### src/rtl/fp_result_buffer_pkg.sv
// fp_result_buffer_pkg: shared FPU flag indices, tracker state encoding and canonical NaNs
package fp_result_buffer_pkg;

    localparam int FF_W  = 5;
    localparam int FF_NV = 4;
    localparam int FF_DZ = 3;
    localparam int FF_OF = 2;
    localparam int FF_UF = 1;
    localparam int FF_NX = 0;

    typedef enum logic [1:0] {
        IDLE   = 2'd0,
        WAIT   = 2'd1,
        SQUASH = 2'd2
    } trk_state_e;

    localparam logic [31:0] CANON_NAN_S = 32'h7fc0_0000;
    localparam logic [63:0] CANON_NAN_D = 64'h7ff8_0000_0000_0000;

    function automatic logic [FF_W-1:0] pack_flags(input logic nv, input logic dz,
                                                  input logic of, input logic uf,
                                                  input logic nx);
        logic [FF_W-1:0] f;
        f        = '0;
        f[FF_NV] = nv;
        f[FF_DZ] = dz;
        f[FF_OF] = of;
        f[FF_UF] = uf;
        f[FF_NX] = nx;
        return f;
    endfunction

endpackage

### src/rtl/fp_wb_fifo.sv
// fp_wb_fifo: synchronous FIFO with push, pop, flush and occupancy count
module fp_wb_fifo #(
    parameter int W     = 42,
    parameter int DEPTH = 2,
    localparam int AW   = $clog2(DEPTH)
) (
    input  logic          clk,
    input  logic          reset,
    input  logic          push,
    input  logic [W-1:0]  push_data,
    input  logic          pop,
    input  logic          flush,
    output logic [W-1:0]  head_data,
    output logic          head_valid,
    output logic [AW:0]   count
);

    logic [W-1:0]  mem_q [DEPTH];
    logic [W-1:0]  mem_d [DEPTH];
    logic [AW-1:0] wptr_q, wptr_d;
    logic [AW-1:0] rptr_q, rptr_d;
    logic [AW:0]   count_q, count_d;
    logic          do_pop;

    always_comb begin
        head_valid = count_q != '0;
        do_pop     = pop && head_valid;
        mem_d      = mem_q;
        wptr_d     = wptr_q;
        rptr_d     = rptr_q;
        count_d    = count_q;
        if (flush) begin
            wptr_d  = '0;
            rptr_d  = '0;
            count_d = '0;
        end else begin
            if (push) begin
                mem_d[wptr_q] = push_data;
                wptr_d        = wptr_q + AW'(1);
            end
            rptr_d  = do_pop ? rptr_q + AW'(1) : rptr_q;
            count_d = count_q + (AW+1)'(push) - (AW+1)'(do_pop);
        end
    end

    always_ff @(posedge clk) begin
        if (reset) begin
            wptr_q  <= '0;
            rptr_q  <= '0;
            count_q <= '0;
        end else begin
            wptr_q  <= wptr_d;
            rptr_q  <= rptr_d;
            count_q <= count_d;
        end
    end

    always_ff @(posedge clk) begin
        mem_q <= mem_d;
    end

    // Empty head reads as zero so the storage itself never needs a reset.
    assign head_data = head_valid ? mem_q[rptr_q] : '0;
    assign count     = count_q;

endmodule

### src/rtl/fp_result_buffer.sv
// fp_result_buffer: issues ops to an FP unit, buffers results for writeback, accrues fflags
module fp_result_buffer
    import fp_result_buffer_pkg::*;
#(
    parameter int FLEN  = 32,
    parameter int DEPTH = 2,
    parameter int RD_W  = 5
) (
    input  logic            clk,
    input  logic            reset,
    input  logic            issue_valid,
    input  logic [RD_W-1:0] issue_rd,
    output logic            issue_ready,
    output logic            unit_start,
    input  logic            unit_done,
    input  logic [FLEN-1:0] unit_result,
    input  logic            unit_flag_nv,
    input  logic            unit_flag_of,
    input  logic            unit_flag_uf,
    input  logic            unit_flag_nx,
    input  logic            flush,
    output logic            wb_valid,
    input  logic            wb_ready,
    output logic [RD_W-1:0] wb_rd,
    output logic [FLEN-1:0] wb_data,
    output logic [FF_W-1:0] wb_flags,
    input  logic            csr_we,
    input  logic [FF_W-1:0] csr_wdata,
    output logic [FF_W-1:0] fflags,
    output logic            proto_err
);

    localparam int AW = $clog2(DEPTH);
    localparam int EW = RD_W + FLEN + FF_W;
    localparam logic [AW:0] CNT_FULL = (AW+1)'(DEPTH);

    trk_state_e      state_q, state_d;
    logic [RD_W-1:0] rd_q, rd_d;
    logic [FF_W-1:0] fflags_q, fflags_d;
    logic            proto_err_q, proto_err_d;
    logic [AW:0]     count;
    logic [EW-1:0]   head;
    logic [EW-1:0]   push_data;
    logic            push;
    logic            pop;

    always_ff @(posedge clk) begin
        if (reset) begin
            state_q <= IDLE;
        end else begin
            state_q <= state_d;
        end
    end

    always_comb begin
        state_d = state_q;
        unique case (state_q)
            IDLE:    state_d = unit_start ? WAIT : IDLE;
            WAIT:    state_d = unit_done ? IDLE : (flush ? SQUASH : WAIT);
            SQUASH:  state_d = unit_done ? IDLE : SQUASH;
            default: state_d = IDLE;
        endcase
    end

    // Credit check: an op only starts when a FIFO slot is guaranteed for its result.
    always_comb begin
        issue_ready = (state_q == IDLE) && (count < CNT_FULL);
        unit_start  = issue_valid && issue_ready;
        push        = (state_q == WAIT) && unit_done && !flush;
    end

    always_comb begin
        rd_d        = unit_start ? issue_rd : rd_q;
        proto_err_d = proto_err_q || (unit_done && state_q == IDLE);
        pop         = wb_valid && wb_ready && !flush;
        fflags_d    = csr_we ? csr_wdata : (pop ? fflags_q | wb_flags : fflags_q);
        push_data   = {rd_q, unit_result,
                       pack_flags(unit_flag_nv, 1'b0, unit_flag_of, unit_flag_uf, unit_flag_nx)};
    end

    always_ff @(posedge clk) begin
        if (reset) begin
            rd_q        <= '0;
            fflags_q    <= '0;
            proto_err_q <= 1'b0;
        end else begin
            rd_q        <= rd_d;
            fflags_q    <= fflags_d;
            proto_err_q <= proto_err_d;
        end
    end

    fp_wb_fifo #(
        .W     (EW),
        .DEPTH (DEPTH)
    ) u_fifo (
        .clk        (clk),
        .reset      (reset),
        .push       (push),
        .push_data  (push_data),
        .pop        (pop),
        .flush      (flush),
        .head_data  (head),
        .head_valid (wb_valid),
        .count      (count)
    );

    assign {wb_rd, wb_data, wb_flags} = head;
    assign fflags    = fflags_q;
    assign proto_err = proto_err_q;

endmodule

### config.mk
export PLATFORM = sky130hd
export DESIGN_NAME = fp_result_buffer
export DESIGN_NICKNAME = d
export VERILOG_FILES = /design/src/rtl/fp_result_buffer_pkg.sv /design/src/rtl/fp_wb_fifo.sv /design/src/rtl/fp_result_buffer.sv
export SDC_FILE = /design/constraint.sdc
export NUM_CORES = 1
export LEC_CHECK = 0
export ABC_CLOCK_PERIOD_IN_PS = 14250
export CELL_PAD_IN_SITES_DETAIL_PLACEMENT = 1
export CELL_PAD_IN_SITES_GLOBAL_PLACEMENT = 2
export CORE_UTILIZATION = 36
export CTS_CLUSTER_DIAMETER = 80
export DETAILED_ROUTE_END_ITERATION = 6
export GPL_ROUTABILITY_DRIVEN = 0
export PLACE_DENSITY_LB_ADDON = 0.05
export REMOVE_ABC_BUFFERS = 1
export SETUP_SLACK_MARGIN = 0.02
export SYNTH_ARGS = -nofsm -noshare
export SYNTH_HDL_FRONTEND = slang
export SYNTH_HIERARCHICAL = 1
export SYNTH_SLANG_ARGS = --single-unit
### constraint.sdc
create_clock -name clk -period 14.25 [get_ports clk]
set_input_delay 4.275 -clock clk [delete_from_list [all_inputs] [get_ports clk]]
set_output_delay 4.275 -clock clk [all_outputs]
set_load 0.1 [all_outputs]
# == Word-level counts from Yosys, hierarchy flattened ==
# Index checks and enable logic that the tools add are counted.
# W data, S select, Z words.
# totals
wordCells,53
register_bits,101
inputBits,53
out_inout_bits,51
# op_classes
n_lt_le_gt_ge,4
reduce_logical,16
muxes,14
n_addsub,4
n_bitwise,4
n_eq_ne,2
# op_table
cell,count
$mux W42,5
$bwmux W84,1
$demux W42 S1,1
$mux W5,2
$logic_and A1 B1 Y1,9
$mux W2,3
$pmux W2 S3,1
$or A5 B5 Y5,1
$ge A2 B2 Y1 const B,2
$not A1 Y2,2
$reduce_bool A2 Y1,2
$add A1 B1 Y1 const B,2
$add A2 B1 Y2,1
$eq A2 B1 Y1 const B,1
$eq A2 B2 Y1 const B,1
$logic_not A2 Y1,1
$lt A2 B1 Y1 const B,1
$lt A2 B2 Y1 const B,1
$reduce_and A2 Y1,1
$reduce_or A2 Y1,1
$sub A2 B1 Y2,1
$logic_not A1 Y1,1
$logic_or A1 B1 Y1,1
$mux W1,1
$not A1 Y1,1

# == Longest topological paths before layout ==
# logic_depth
ltp_word,8
ltp_mapped,11

# == Cells and area by module ==
# Netlist, hierarchy kept.
# by_module_without_submodules
module,instances,seq_area_each_um2,area_per_inst_um2,cells_per_inst
fp_wb_fifo,1,2602.5,3393.3,198
fp_result_buffer,1,260.2,625.6,66

# == Least setup slack after synthesis ==
# OpenSTA, ideal clock, no wires.
# synth_timing
kind,input -> output
from,in issue_valid
to,out unit_start
cell_stages,1
arrival_time_ps,5530
setup_slack_ps,4445
cell_sequence,nor4b_4
# synth_via
elab_chain_cells,1
# synth_lines
item,line_no,rtl
start: declaration,fp_result_buffer.sv:11,"input logic issue_valid,"
$logic_and A1 B1 Y1,fp_result_buffer.sv:68,unit_start = issue_valid && issue_ready;
end: declaration,fp_result_buffer.sv:14,"output logic unit_start,"
# Every way passes these cells.

# == Worst setup path after layout ==
# Same ends and word-level chain as after synthesis.

==> results.py <==
metrics = {
    "clock_network": {
        "cts.sinks": 101,
        "cts_max_level": 3,
        "clock-root-buffer": "clkbuf_8",
        "clock_latency_ns": 0.36,
        "clk_pin_slew_ns": 0.10,
        "holdBufCountCts": 0,
        "cts_buffer_depth": 2,
        "cts_resized": 0,
        "numCtsBuffers": 9,
        "postCtsSetupBuffers": 0,
        "cts_tree": "done",
    },
    "global_routing": {
        "grt_max_degree": 28,
        "first_global_vias": 2574,
        "grt_pass1_wl_mm": 13.05,
        "antenna_found_initial": 0,
        "grt_use_total": 0.1526,
        "grt_overflow": 0,
    },
    "setup_path": {
        "required_ns": 9.97,
        "critPathLaunchType": "input port",
        "cp-end-kind": "output port",
        "worstPathMaxFanout": 7,
        "arrival_ns": 6.48,
        "crit_type": "in2out",
    },
    "worst_hold_path": {
        "min_path_type": "reg2reg",
    },
    "placed_design": {
        "dp_hpwl_mm": 5.246,
        "io_buffers": 103,
    },
    "sta": {
        "fmax_mhz": 93.00,
        "period_minus_slack_ns": 10.75,
        "fin_setup_tns_ns": 0,
        "hold_viol": 0,
        "setup_viol": 0,
        "skew_ns": 0.006690,
        "worstMarginPinSlew_ns": 1.008,
        "drv_slew": 0,
        "fin_crit_sh": 0.7546,
        "maxSlewHeadroom": 0.3262,
        "rsz0062_at_grt": "false",
    },
    "synthesis": {
        "syn_area_per_cell_um2": 15.22,
        "synth-edff-count": 84,
        "syn_inst": 264,
        "synth_flop_cell": "edfxtp_1",
        "synth_adder_area_share": 0.006227,
        "synth_top_family_by_area": "multiplexers",
        "ys_ff_latch": 101,
        "synth-warning-count": 6,
        "ys_async_sr_fraction": 0,
        "synth_compound_area_frac": 0.01899,
        "seq_area_frac_synth": 0.7123,
        "yosys.area_share.simple": 0.1027,
        "ys_types": 29,
        "synth_mux_area_frac": 0.1199,
        "synthXorXnorAreaFrac": 0.007783,
        "syn-cell-area_um2": 4019,
    },
    "pwr": {
        "p_leak_uw": 0.001733,
        "power_uw": 545.1,
        "peakVddDrop_v": 0.00004587,
        "power_density_nw_per_um2": 101.3,
    },
    "final_layout": {
        "layout_commonest_cell": "clkdlybuf4s50_1",
        "drive_above_1_share": 0.07672,
        "nets": 428,
        "post-route-util": 0.4964,
        "diodes": 0,
        "final_cell_mix": "clkdlybuf4s50_1 (103), edfxtp_1 (84), nor2_1 (48)",
        "area_growth_pct": 33.90,
    },
    "detailed_routing": {
        "wl_per_cell_um": 15.87,
        "drtIter0Drc": 86,
        "dr_total_vias": 2426,
        "drt_first_pass_iters": 3,
        "drc": 0,
        "wl_mm": 8.223,
        "final_antenna_net_count": 0,
        "via_per_inst": 4.683,
    },
    "floorplanning": {
        "die_x_um": 107.7,
        "die_h_um": 107.7,
        "top_level_ports": 104,
        "initial_core_util": 0.3707,
        "core_area_um2": 10840,
        "dieArea_um2": 11590,
        "rows": 38,
    },
    "job": {
        "maxCapViolations": 0,
    },
    "status": {
        "outcome": "complete, no violations",
    },
}
==> power breakdown <==
part	total (uW)	switching [uW]	internal, uW
Clock	168	102	66.3
Combinational	51.7	30.3	21.4
Sequential	326	2.36	323
==> metrics by stage <==
stage | instances | hold WS (ns) | setup slack [ns] | area [um2]
4_1_cts | 518 | 0.4704 | 3.441 | 5381
2_1_floorplan | 253 | 0.4266 | 4.445 | 3931
3_5_place_dp | 502 | 0.4447 | 3.482 | 5199
6_report | 518 | 0.4659 | 3.497 | 5381
3_3_place_gp | 502 | 0.4381 | 3.477 | 5199
5_1_grt | 518 | 0.4945 | 3.384 | 5381
==> logic make-up (layout without fill, tap and decap cells) <==
group                    count (synthesis)  after routing
other                                    1              2
XOR/XNOR                                 2              2
multiplexers                            48             48
adder cells (fa/ha/maj)                  2              2
AO/OA/AOI/OAI                           10             10
AND/OR/NAND/NOR                         79             79
buffers and inverters                   21            134
flip-flops                             101            101
==> registers in the layout, indices dropped and copies added, names as in the netlist <==
signal         count
u_fifo/mem_q      84
proto_err          1
fflags             5
rd_q               5
u_fifo/wptr_q      1
u_fifo/rptr_q      1
state_q            2
u_fifo/count       2
==> final cells by class <==
cell class              count  area (um2)
fillers                  1104        5459
flip-flops and latches    101        2864
repair buffers            109        1076
multi-input cells         143        1050
well taps                 140       175.2
clock buffers               9       123.9
clock inverters             7       58.81
inverters                   9       33.78
==> worst paths after layout <==
kind         depth (start not counted)                        from  slack [ns]                         end
min reg2reg                          0        rd_q[1]$_SDFFE_PP0P_        0.47  u_fifo/mem_q[38]$_DFFE_PP_
max                                  3                 issue_valid        3.50                  unit_start
max reg2reg                         10  u_fifo/count[1]$_SDFF_PP0_       11.84  u_fifo/count[1]$_SDFF_PP0_
min                                  0        rd_q[1]$_SDFFE_PP0P_        0.47  u_fifo/mem_q[38]$_DFFE_PP_
==> critical path, cell delays in order <==
cell and delay [ns]:
clkdlybuf4s50_1 0.46, nor4b_4 0.49, clkdlybuf4s50_1 1.25
==> metal layers <==
| metal | up-vias | share of wire | global-route usage |
|---|---|---|---|
| met5 | - | 0 | 0 |
| met4 | 0 | 0.017 | 0.06751 |
| met3 | 11 | 0.045 | 0.02845 |
| met2 | 63 | 0.49 | 0.2573 |
| met1 | 1173 | 0.45 | 0.1903 |
| li1 | 1179 | - | - |
==> cells in the mapped netlist (all sizes together), types with 2 or more instances <==
library cell | n | area [um2]
a21oi | 2 | 10.01
a221oi | 5 | 43.79
buf | 10 | 83.83
clkbuf | 2 | 7.510
dfxtp | 17 | 340.3
edfxtp | 84 | 2522
ha | 2 | 25.02
inv | 9 | 33.78
mux2i | 47 | 470.5
nand2b | 11 | 68.82
nand4b | 5 | 43.79
nor2 | 49 | 186.4
nor3 | 5 | 30.03
nor3b | 4 | 30.03
o21a | 2 | 15.01
Power figures use the tool's default switching activity.
